===== config.mk =====
export PLATFORM = sky130hd
export DESIGN_NAME = ysyx_22041211_ifu
export DESIGN_NICKNAME = d
export VERILOG_FILES = /design/src/rtl/ysyx_22041211_ifu.sv
export SDC_FILE = /design/constraint.sdc
export NUM_CORES = 1
export LEC_CHECK = 0
export ABC_AREA = 1
export ABC_CLOCK_PERIOD_IN_PS = 3500
export BUFFER_PORTS_ARGS = -buffer_cell sky130_fd_sc_hd__buf_2
export CORE_MARGIN = 10
export CORE_UTILIZATION = 50
export CTS_CLUSTER_DIAMETER = 150
export CTS_CLUSTER_SIZE = 30
export DETAILED_ROUTE_END_ITERATION = 10
export PLACE_DENSITY = 0.84
export SETUP_SLACK_MARGIN = 0.15
export SLEW_MARGIN = 20
export SYNTH_ARGS = -nofsm -noshare
export SYNTH_HDL_FRONTEND = slang
export SYNTH_SLANG_ARGS = --single-unit

===== constraint.sdc =====
create_clock -name clk -period 3.5 [get_ports clk]
set_input_delay 0.175 -clock clk [delete_from_list [all_inputs] [get_ports clk]]
set_output_delay 0.175 -clock clk [all_outputs]
set_load 0.02 [all_outputs]

===== src/rtl/ysyx_22041211_ifu.sv =====
// Instruction fetch unit: issues one AXI4-Lite-style read per PC and hands the word to decode.
// Only one read is in flight at a time. A redirect discards the current fetch.
module ysyx_22041211_ifu #(
  parameter int                    ADDR_LEN = 32,
  parameter int                    DATA_LEN = 32,
  parameter logic [ADDR_LEN-1:0]   RESET_PC = 32'h8000_0000
) (
  input  logic                 clk,
  input  logic                 rst,
  input  logic [ADDR_LEN-1:0]  pc_i,
  input  logic                 flush_i,
  output logic [ADDR_LEN-1:0]  araddr_o,
  output logic                 arvalid_o,
  input  logic                 arready_i,
  input  logic [DATA_LEN-1:0]  rdata_i,
  input  logic [1:0]           rresp_i,
  input  logic                 rvalid_i,
  output logic                 rready_o,
  output logic [DATA_LEN-1:0]  inst_o,
  output logic [ADDR_LEN-1:0]  inst_pc_o,
  output logic                 inst_valid_o,
  input  logic                 inst_ready_i,
  output logic                 fetch_err_o,
  output logic                 pc_advance_o
);

  typedef enum logic [1:0] {
    S_IDLE,
    S_AR,
    S_R,
    S_OUT
  } state_t;

  state_t state;
  logic   stale;

  always_ff @(posedge clk) begin
    if (rst) begin
      state        <= S_IDLE;
      stale        <= 1'b0;
      araddr_o     <= RESET_PC;
      inst_pc_o    <= RESET_PC;
      inst_o       <= '0;
      fetch_err_o  <= 1'b0;
      arvalid_o    <= 1'b0;
      rready_o     <= 1'b0;
      inst_valid_o <= 1'b0;
    end else begin
      case (state)
        S_IDLE: begin
          // A redirect here just delays sampling by one cycle so the new PC is used.
          if (!flush_i) begin
            araddr_o  <= pc_i;
            stale     <= 1'b0;
            arvalid_o <= 1'b1;
            state     <= S_AR;
          end
        end
        S_AR: begin
          // The address phase cannot be withdrawn; a redirect only marks the fetch stale.
          if (flush_i) stale <= 1'b1;
          if (arready_i) begin
            arvalid_o <= 1'b0;
            rready_o  <= 1'b1;
            state     <= S_R;
          end
        end
        S_R: begin
          if (rvalid_i) begin
            rready_o <= 1'b0;
            if (stale || flush_i) begin
              state <= S_IDLE;
            end else begin
              inst_o       <= rdata_i;
              inst_pc_o    <= araddr_o;
              fetch_err_o  <= (rresp_i != 2'b00);
              inst_valid_o <= 1'b1;
              state        <= S_OUT;
            end
          end else if (flush_i) begin
            stale <= 1'b1;
          end
        end
        S_OUT: begin
          if (flush_i || inst_ready_i) begin
            inst_valid_o <= 1'b0;
            state        <= S_IDLE;
          end
        end
        default: state <= S_IDLE;
      endcase
    end
  end

  // Strobe is suppressed during reset so a reset in OUT never advances the PC.
  assign pc_advance_o = (state == S_OUT) & inst_ready_i & ~flush_i & ~rst;

endmodule


==> results of run 1 <==
critical path, delay by kind of cell (launching register included):
family | cells | cell delay [ns]
buf+inv | 2 | 0.82
simple gates | 4 | 0.66
flops | 1 | 0.39
fa+ha+maj | 1 | 0.29
path summary, 6_finish.rpt:
| kind | cells after the start | slack, ns | startpoint | end |
|---|---|---|---|---|
| worst min-delay path | 3 | 0.04 | rdata_i[27] | inst_o[27] |
| worst min register to register | 2 | 0.46 | inst_pc_o[31] | inst_pc_o[31] |
| worst max-delay path | 7 | 1.21 | state[0] | inst_pc_o[5] |
| worst max register to register | 7 | 1.21 | state[0] | inst_pc_o[5] |
sequential cells by signal (all words and copies together) (netlist names):
register      cells
arvalid_o         1
rready_o          1
inst_pc_o        32
stale             1
inst_valid_o      1
inst_o           32
state             2
fetch_err_o       1
araddr_o         32
per-layer routing:
| metal | share of wire | global-route usage | up-vias |
|---|---|---|---|
| li1 | - | - | 1885 |
| met1 | 0.40 | 0.212 | 1714 |
| met2 | 0.47 | 0.293 | 150 |
| met3 | 0.11 | 0.0732 | 9 |
| met4 | 0.0091 | 0.0534 | 0 |
| met5 | 0 | 0 | - |
area by class of cell:
cell class,count,area share
Clock buffer,9,0.0256
Sequential cell,103,0.426
Timing Repair Buffer,175,0.183
Tap cell,102,0.0264
Antenna cell,1,0.000517
Inverter,14,0.0111
Clock inverter,7,0.0116
Multi-Input combinational cell,347,0.316
where the power goes:
part,internal [W],total [W],switching (W),leakage [nW]
sequential,0.00141,0.00156,0.000157,0.840
clock,0.000266,0.000691,0.000424,0.0838
combinational,0.000386,0.00118,0.000797,1.65
total,0.00206,0.00344,0.00138,2.58
cell usage in the layout, fill, tap and decap left out, types with 2 or more instances in the layout:
cell type,synthesis,final
clkinv_2,0,2
buf_4,1,3
nand2_1,21,21
buf_2,4,172
o21ai_0,80,80
clkbuf_8,0,9
ha_1,8,8
clkinvlp_4,0,3
nand3_1,7,7
dfxtp_1,103,103
inv_1,12,11
o21ai_1,18,18
a21oi_1,6,6
nor2_1,201,201
inv_2,2,2
nand2_2,2,2
per-stage QoR:
| step | cell area, sq um | utilization | hold WS [ns] |
|---|---|---|---|
| 6_report | 4840 | 0.633 | 0.0379 |
| 5_1_grt | 4840 | 0.633 | 0.0333 |
| 4_1_cts | 4840 | 0.632 | 0.0220 |
| 3_5_place_dp | 4660 | 0.609 | 0.405 |
| 3_3_place_gp | 4660 | 0.609 | 0.396 |
| 2_1_floorplan | 3880 | - | 0.244 |
cell families (layout without fill, tap and decap cells):
group,after synthesis,count (layout),synth area share
adders and majority gates,8,8,0.0258
and+or+nand+nor,235,235,0.234
other,0,1,0
buffers and inverters,44,205,0.0748
AOI/OAI and AO/OA,104,104,0.134
DFF,103,103,0.531
==> impl_metrics.ini, run 1 <==
[critical_path]
required_ns = 3.74
end_kind = flop
path_class = reg2reg
path_cells = inv_1 -> ha_1 -> nand2_2 -> nor2_4 -> clkinv_2 -> nor2_1 -> nor2_1
slowest_delay_ns = 0.65
cp.arrival_ns = 2.53
crit_path_max_fanout = 65
crit_path_frequent_cell = nor2_1
worstSetupStartpointType = flop
cp_slowest_cell = clkinv_2

[placement]
dp_slack_ns = 1.28
gp_congestion = 0.815
dpl.cell_count = 741
port_buffers = 172
hpwl_um = 7920

[clock_tree]
cts-root-buf = clkbuf_8
cts_resized = 0
cts_sinks = 103
numCtsBuffers = 9
clk_latency_ns = 0.36
clkTransAtPathRegs_ns = 0.11
holdBufCountCts = 0
clockBufferDepth = 2
htree_levels = 3
cts_tree = built
cts_setup_buffers = 0

[grt]
overflow = 0
grt_max_degree = 68
grt_pass1_wl_um = 17300
grt_use_total = 0.179
grt_antenna_before_repair = 1
grt_pass1_vias = 3476

[cells_and_area]
area_growth_pct = 24.7
fillCellCount = 703
multi_input_area_sq_um = 1530
fin_cells = 758
regArea_sq_um = 2060
nNetsFinal = 730
drive_gt1_frac = 0.301

[sta]
finalHoldViolCount = 0
setup_tns_ns = 0
fin_crit_ns = 2.29
slew_violations = 0
finalClockSkew_ns = 0.0121
rsz0062_at_grt = no
slew_headroom = 0.358
worst_slew_pin_slew_ns = 0.963
setup_viol = 0
fin_ws_ns = 1.21
period_share = 0.656
clock.fmax_mhz = 436

[power]
total_power_w = 0.00344
powerDensity_nw_per_um2 = 710
p_leak_nw = 2.58
irDropWorstVdd_mv = 0.340

[logic_synthesis]
yosys_register_bits = 103
synth_top_area_share = 0.531
synthTopCellsByArea = dfxtp_1 (53%), nor2_1 (19%), o21ai_0 (10%)
syn_inst = 494
async_reset_ff_frac = 0
synthesis.area_sq_um = 3880
ys_types = 22
ys_seq_area_frac = 0.531
syn_avg_cell_area_sq_um = 7.86
yosys_warnings = 0
synth-edff-count = 0
synth_nets = 574
synth.most_common_cell = nor2_1
ys_top_cells_by_count = nor2_1 (201), dfxtp_1 (103), o21ai_0 (80)
yosys.area.top_type = dfxtp_1
synth-main-ff-cell = dfxtp_1

[route]
wl_um = 11000
drc = 0
firstDrtPassIters = 4
final_antenna_net_count = 0
wire_per_inst_um = 14.5
vias = 3758
via_per_inst = 4.96
drt_first_iter_violations = 181

[status]
outcome = complete, no violations

[min_path]
min_path_type = in2reg

[die]
die_y_um = 108
start_util = 0.508
pin_count = 173
core_region_area_sq_um = 7650
die-area_sq_um = 11700
die_x_um = 108
rows = 32

[run]
max-cap-violations = 0
No activity file was read; power rests on OpenSTA's default activity.
==> inputs of run 2 (changes only) <==
Settings changed: ABC_CLOCK_PERIOD_IN_PS 3500 to 2000, CORE_UTILIZATION 50 to 42, PLACE_DENSITY 0.84 to 0.75.
Clock period 3.5 ns to 2 ns, I/O delays scaled along.
==> run 2 against run 1 <==
Net effect: die area is 15% higher; clock skew shrank 0.0014 ns; core utilization fell by 3.0 points; register-to-register slack worse by 0.89 ns; final cell count up 9.1%; power up 79%; non-clock buffer count up 59; clock power increased by 71%; sequential share of layout area fell by 5.0 points; flip-flop and latch count unchanged.
==> impl_metrics.ini, run 2 (synthesized netlist as in run 1, its figures left out) <==
[grt]
grt_pass1_vias = 3803
grt_max_degree = 66
overflow = 0
grt_use_total = 0.174
grt_antenna_before_repair = 2
grt_pass1_wl_um = 18900

[critical_path]
path_cells = inv_1 -> ha_2 -> nand2_2 -> nor2_4 -> inv_2 -> buf_4 -> nor2_1 -> nor2_1
rr_startpoint = state[0]
cp-endpoint = inst_o[26]
cp_slowest_cell = dfxtp_2
end_kind = flop
r2r_cells = 8
worstSetupStartpointType = flop
regToRegSetupSlack_ns = 0.32
crit_path_frequent_cell = nor2_1
cp.arrival_ns = 1.92
slowest_delay_ns = 0.37
crit-reg2reg-capture = inst_o[26]
crit_start = state[0]
path_class = reg2reg
crit_path_max_fanout = 16
required_ns = 2.24

[clock_tree]
clk_latency_ns = 0.35
numCtsBuffers = 9
clkTransAtPathRegs_ns = 0.10
htree_levels = 3
cts_sinks = 103
cts_tree = built
cts-root-buf = clkbuf_8
cts_setup_buffers = 0
clockBufferDepth = 2

[run]
max-cap-violations = 0

[sta]
fin_crit_ns = 1.68
setup_tns_ns = 0
period_share = 0.841
slew_violations = 0
finalClockSkew_ns = 0.0108
slew_headroom = 0.588
finalHoldViolCount = 0
rsz0062_at_grt = no
worst_slew_pin_slew_ns = 0.616
setup_viol = 0
clock.fmax_mhz = 594

[power]
powerDensity_nw_per_um2 = 1120
p_leak_nw = 2.85
irDropWorstVdd_mv = 0.679

[route]
final_antenna_net_count = 0
wire_per_inst_um = 15.2
drt_first_iter_violations = 345
wl_um = 12600
via_per_inst = 4.82
vias = 3984
drc = 0
firstDrtPassIters = 5

[die]
start_util = 0.426
core_region_area_sq_um = 9110
die_y_um = 116
die_x_um = 116
rows = 35
pin_count = 173
die-area_sq_um = 13500

[status]
outcome = complete, no violations

[cells_and_area]
nNetsFinal = 789
mostFrequentLayoutCells = nor2_1 (201), buf_2 (172), dfxtp_1 (102)
layout_commonest_cell = nor2_1
drive_gt1_frac = 0.286
utilization = 0.603
reg_top3 = araddr_o x32, inst_o x32, inst_pc_o x32
area_growth_pct = 41.4

[placement]
hpwl_um = 8140
gp_congestion = 0.807
port_buffers = 172

[min_path]
min_path_type = in2reg
run 2: cell count changes in the layout (fill, tap and decap cells not counted), sizes merged, moves of 2 or more:
cell | previous run | this run
clkinvlp | 3 | 1
dlygate4sd3 | 0 | 52
diode | 1 | 3
clkbuf | 9 | 12
clkinv | 3 | 1
buf | 175 | 181
run 2: cell type report:
| class | count | area [sq um] |
|---|---|---|
| fill | 796 | 3620 |
| tap | 111 | 139 |
| multi-input combinational | 347 | 1530 |
| antenna | 3 | 7.51 |
| inverter | 14 | 52.6 |
| clock inverter | 4 | 30.0 |
| timing repair buffer | 234 | 1520 |
| clock buffer | 11 | 141 |
| sequential | 103 | 2060 |
run 2: worst min path at each step:
stage          slack (ns)           end   startpoint  cells after the start
4_1_cts            0.0007   araddr_o[9]      pc_i[9]                      3
6_report             0.02  araddr_o[10]     pc_i[10]                      3
3_3_place_gp         0.32    inst_o[27]  rdata_i[27]                      3
2_1_floorplan        0.17   fetch_err_o          rst                      1
5_1_grt              0.03  araddr_o[10]     pc_i[10]                      3
3_5_place_dp         0.33  araddr_o[31]     pc_i[31]                      3
run 2: metal layers:
layer | track usage | share of wire | vias to the layer above
met5 | 0 | 0 | -
met1 | 0.195 | 0.40 | 1803
li1 | - | - | 2006
met3 | 0.0560 | 0.079 | 24
met4 | 0.0767 | 0.023 | 0
met2 | 0.297 | 0.49 | 151
run 2: metrics by stage:
stage	power, W	hold WS, ns	setup slack [ns]	std cells	instance area (sq um)
floorplan	0.00419	0.169	0.551	494	3880
global placement	0.00487	0.323	0.353	756	4760
detailed placement	0.00492	0.327	0.279	756	4760
CTS	0.00619	0.000723	0.264	823	5450
global route	0.00659	0.0299	0.155	826	5490
finish	0.00617	0.0211	0.317	827	5490
run 2: report_power, final:
part	switching, W	internal, W
sequential	0.000280	0.00246
combinational	0.00146	0.000793
clock	0.000688	0.000489
total	0.00242	0.00374
run 2: worst max-delay path, delay by kind of cell, from the launching register on:
kind | cells | cell delay, ns
buf+inv | 3 | 0.51
simple gates | 4 | 0.43
fa+ha+maj | 1 | 0.24
flops | 1 | 0.37
run 2: what timing repair did:
item                       4_1_cts  5_1_grt
setup endpoints to repair        0       56
resized for setup                0        2
hold buffers                    52        0
hold endpoints to repair        55        0
==> inputs of run 3 (changes only) <==
Settings changed: ABC_AREA 1 to 0, ABC_CLOCK_PERIOD_IN_PS 2000 to 1700, CORE_UTILIZATION 42 to 47, PLACE_DENSITY 0.75 to 0.8.
Clock period 2 ns to 1.7 ns, I/O delays scaled along.
==> run 3 against run 2 <==
Net effect: critical endpoint is now state[1]; combinational power fell by 9%; core utilization rose by 14 points; via count rose by 3.1%; largest cell class unchanged; sequential share of layout area fell by 2.0 points.
==> impl_metrics.ini, run 3 <==
[sta]
rsz0062_at_grt = yes
slew_headroom = 0.785
fin_crit_ns = 1.63
fin_ws_ns = 0.0688
worst_slew_pin_slew_ns = 0.322
slew_violations = 0
finalClockSkew_ns = 0.0125
period_share = 0.960
setup_viol = 0
clock.fmax_mhz = 613
finalHoldViolCount = 0

[route]
wire_per_inst_um = 16.0
drt_first_iter_violations = 269
firstDrtPassIters = 5
via_per_inst = 5.00
wl_um = 13200
vias = 4107
drc = 0
final_antenna_net_count = 0

[logic_synthesis]
synthesis.area_sq_um = 3830
syn_inst = 481
synth.most_common_cell = nand2_1
yosys_register_bits = 103
synth_nets = 561
synth_top_area_share = 0.538
syn_avg_cell_area_sq_um = 7.97
yosys.area.top_type = dfxtp_1
synth-main-ff-cell = dfxtp_1
synthTopCellsByArea = dfxtp_1 (54%), nand2_1 (19%), a21oi_1 (13%)
synth-edff-count = 0
ys_types = 31
async_reset_ff_frac = 0
ys_seq_area_frac = 0.538
ys_top_cells_by_count = nand2_1 (198), dfxtp_1 (103), a21oi_1 (100)
yosys_warnings = 0

[run]
max-cap-violations = 0

[critical_path]
worstSetupStartpointType = flop
end_kind = flop
path_cells = buf_6 -> ha_4 -> and2b_2 -> nor4b_4 -> a211oi_1 -> a41o_1
crit_path_max_fanout = 5
path_class = reg2reg
cp_slowest_cell = dfxtp_4
slowest_delay_ns = 0.38
cp_top_family = simple AND/OR/NAND/NOR gates
path_buf_inv = 1
required_ns = 1.95
cp.arrival_ns = 1.88

[die]
die-area_sq_um = 12200
rows = 32
die_x_um = 110
pin_count = 173
start_util = 0.488
die_y_um = 110
core_region_area_sq_um = 7850

[grt]
grt_pass1_wl_um = 20100
grt_use_total = 0.206
grt_max_degree = 64
grt_pass1_vias = 4053
grt_antenna_before_repair = 0
overflow = 0

[placement]
gp_congestion = 0.850
hpwl_um = 8220
dp_slack_ns = 0.0557
port_buffers = 172
dpl.cell_count = 734

[clock_tree]
htree_levels = 3
cts_tree = built
cts-root-buf = clkbuf_8
clk_latency_ns = 0.35
numCtsBuffers = 9
clockBufferDepth = 2
clkTransAtPathRegs_ns = 0.10
cts_sinks = 103

[power]
powerDensity_nw_per_um2 = 1140
irDropWorstVdd_mv = 0.663
p_leak_nw = 2.60

[cells_and_area]
fin_cells = 822
reg_top3 = araddr_o x32, inst_o x32, inst_pc_o x32
layout_commonest_cell = nand2_1
fillCellCount = 589
area_growth_pct = 51.6
mostFrequentLayoutCells = nand2_1 (198), buf_2 (172), dfxtp_1 (101)
regArea_sq_um = 2070
multi_input_area_sq_um = 1650
drive_gt1_frac = 0.309
nNetsFinal = 794

[status]
outcome = complete, no violations

[min_path]
min_path_type = in2reg
-- run 3: cell types whose count changed after synthesis, moves of 4 or more --
cell and delta:
nand3_1 -5, o21ai_0 -79, nand2_1 +177, a21oi_1 +94
nor2_1 -193, buf_2 +5, buf_8 -4, o21ai_1 -17
inv_1 -7
-- run 3: worst paths after layout --
check	start	end	slack, ns	cells after the start
setup / recovery	state[0]	state[1]	0.07	6
hold / removal	rst	arvalid_o	0.06	2
setup reg to reg	state[0]	state[1]	0.07	6
hold reg to reg	inst_o[27]	inst_o[27]	0.46	2
-- run 3: area by class of cell --
type | count | area share
clock buffers | 12 | 0.0267
flip-flops and latches | 103 | 0.356
diodes | 1 | 0.000431
inverters | 6 | 0.00474
multi-input cells | 340 | 0.283
well taps | 102 | 0.0220
repair buffers | 254 | 0.294
clock inverters | 4 | 0.0131
-- run 3: timing repair --
action / 4_1_cts / 5_1_grt
pin swaps: 4 / 1
resized for setup: 10 / 11
cloned: 0 / 0
hold endpoints to repair: 65 / 0
buffers inserted: 5 / 0
hold buffers: 66 / 0
endpoints found under the setup margin: 79 / 98
-- run 3: kinds of logic after synthesis --
family | Yosys count | share of synthesized area
compound gates | 110 | 0.150
fa+ha+maj | 8 | 0.0261
buf+inv | 38 | 0.0519
flops | 103 | 0.538
simple gates | 222 | 0.234
-- run 3: report_power, final --
part           leakage, nW  internal [W]  switching [W]  total (W)
logic                 1.65      0.000844        0.00120    0.00205
clock network        0.113      0.000917       0.000815    0.00173
registers            0.837       0.00266       0.000191    0.00285
-- run 3: routing by layer --
layer,GRT usage,part of all wire,up-vias
met3,0.0772,0.11,25
met4,0.0734,0.022,0
li1,-,-,2028
met5,0,0,-
met2,0.356,0.50,189
met1,0.227,0.37,1865
-- run 3: stage by stage --
| step | utilization | hold WS (ns) | instance area [sq um] | power [W] | TNS [ns] |
|---|---|---|---|---|---|
| floorplan | - | 0.209 | 3840 | 0.00396 | 0 |
| global placement | 0.612 | 0.325 | 4800 | 0.00452 | 0 |
| detailed placement | 0.612 | 0.331 | 4800 | 0.00457 | 0 |
| CTS | 0.734 | 0.0415 | 5760 | 0.00653 | 0 |
| global route | 0.740 | 0.0631 | 5810 | 0.00697 | -0.0102 |
| finish | 0.741 | 0.0585 | 5810 | 0.00663 | 0 |
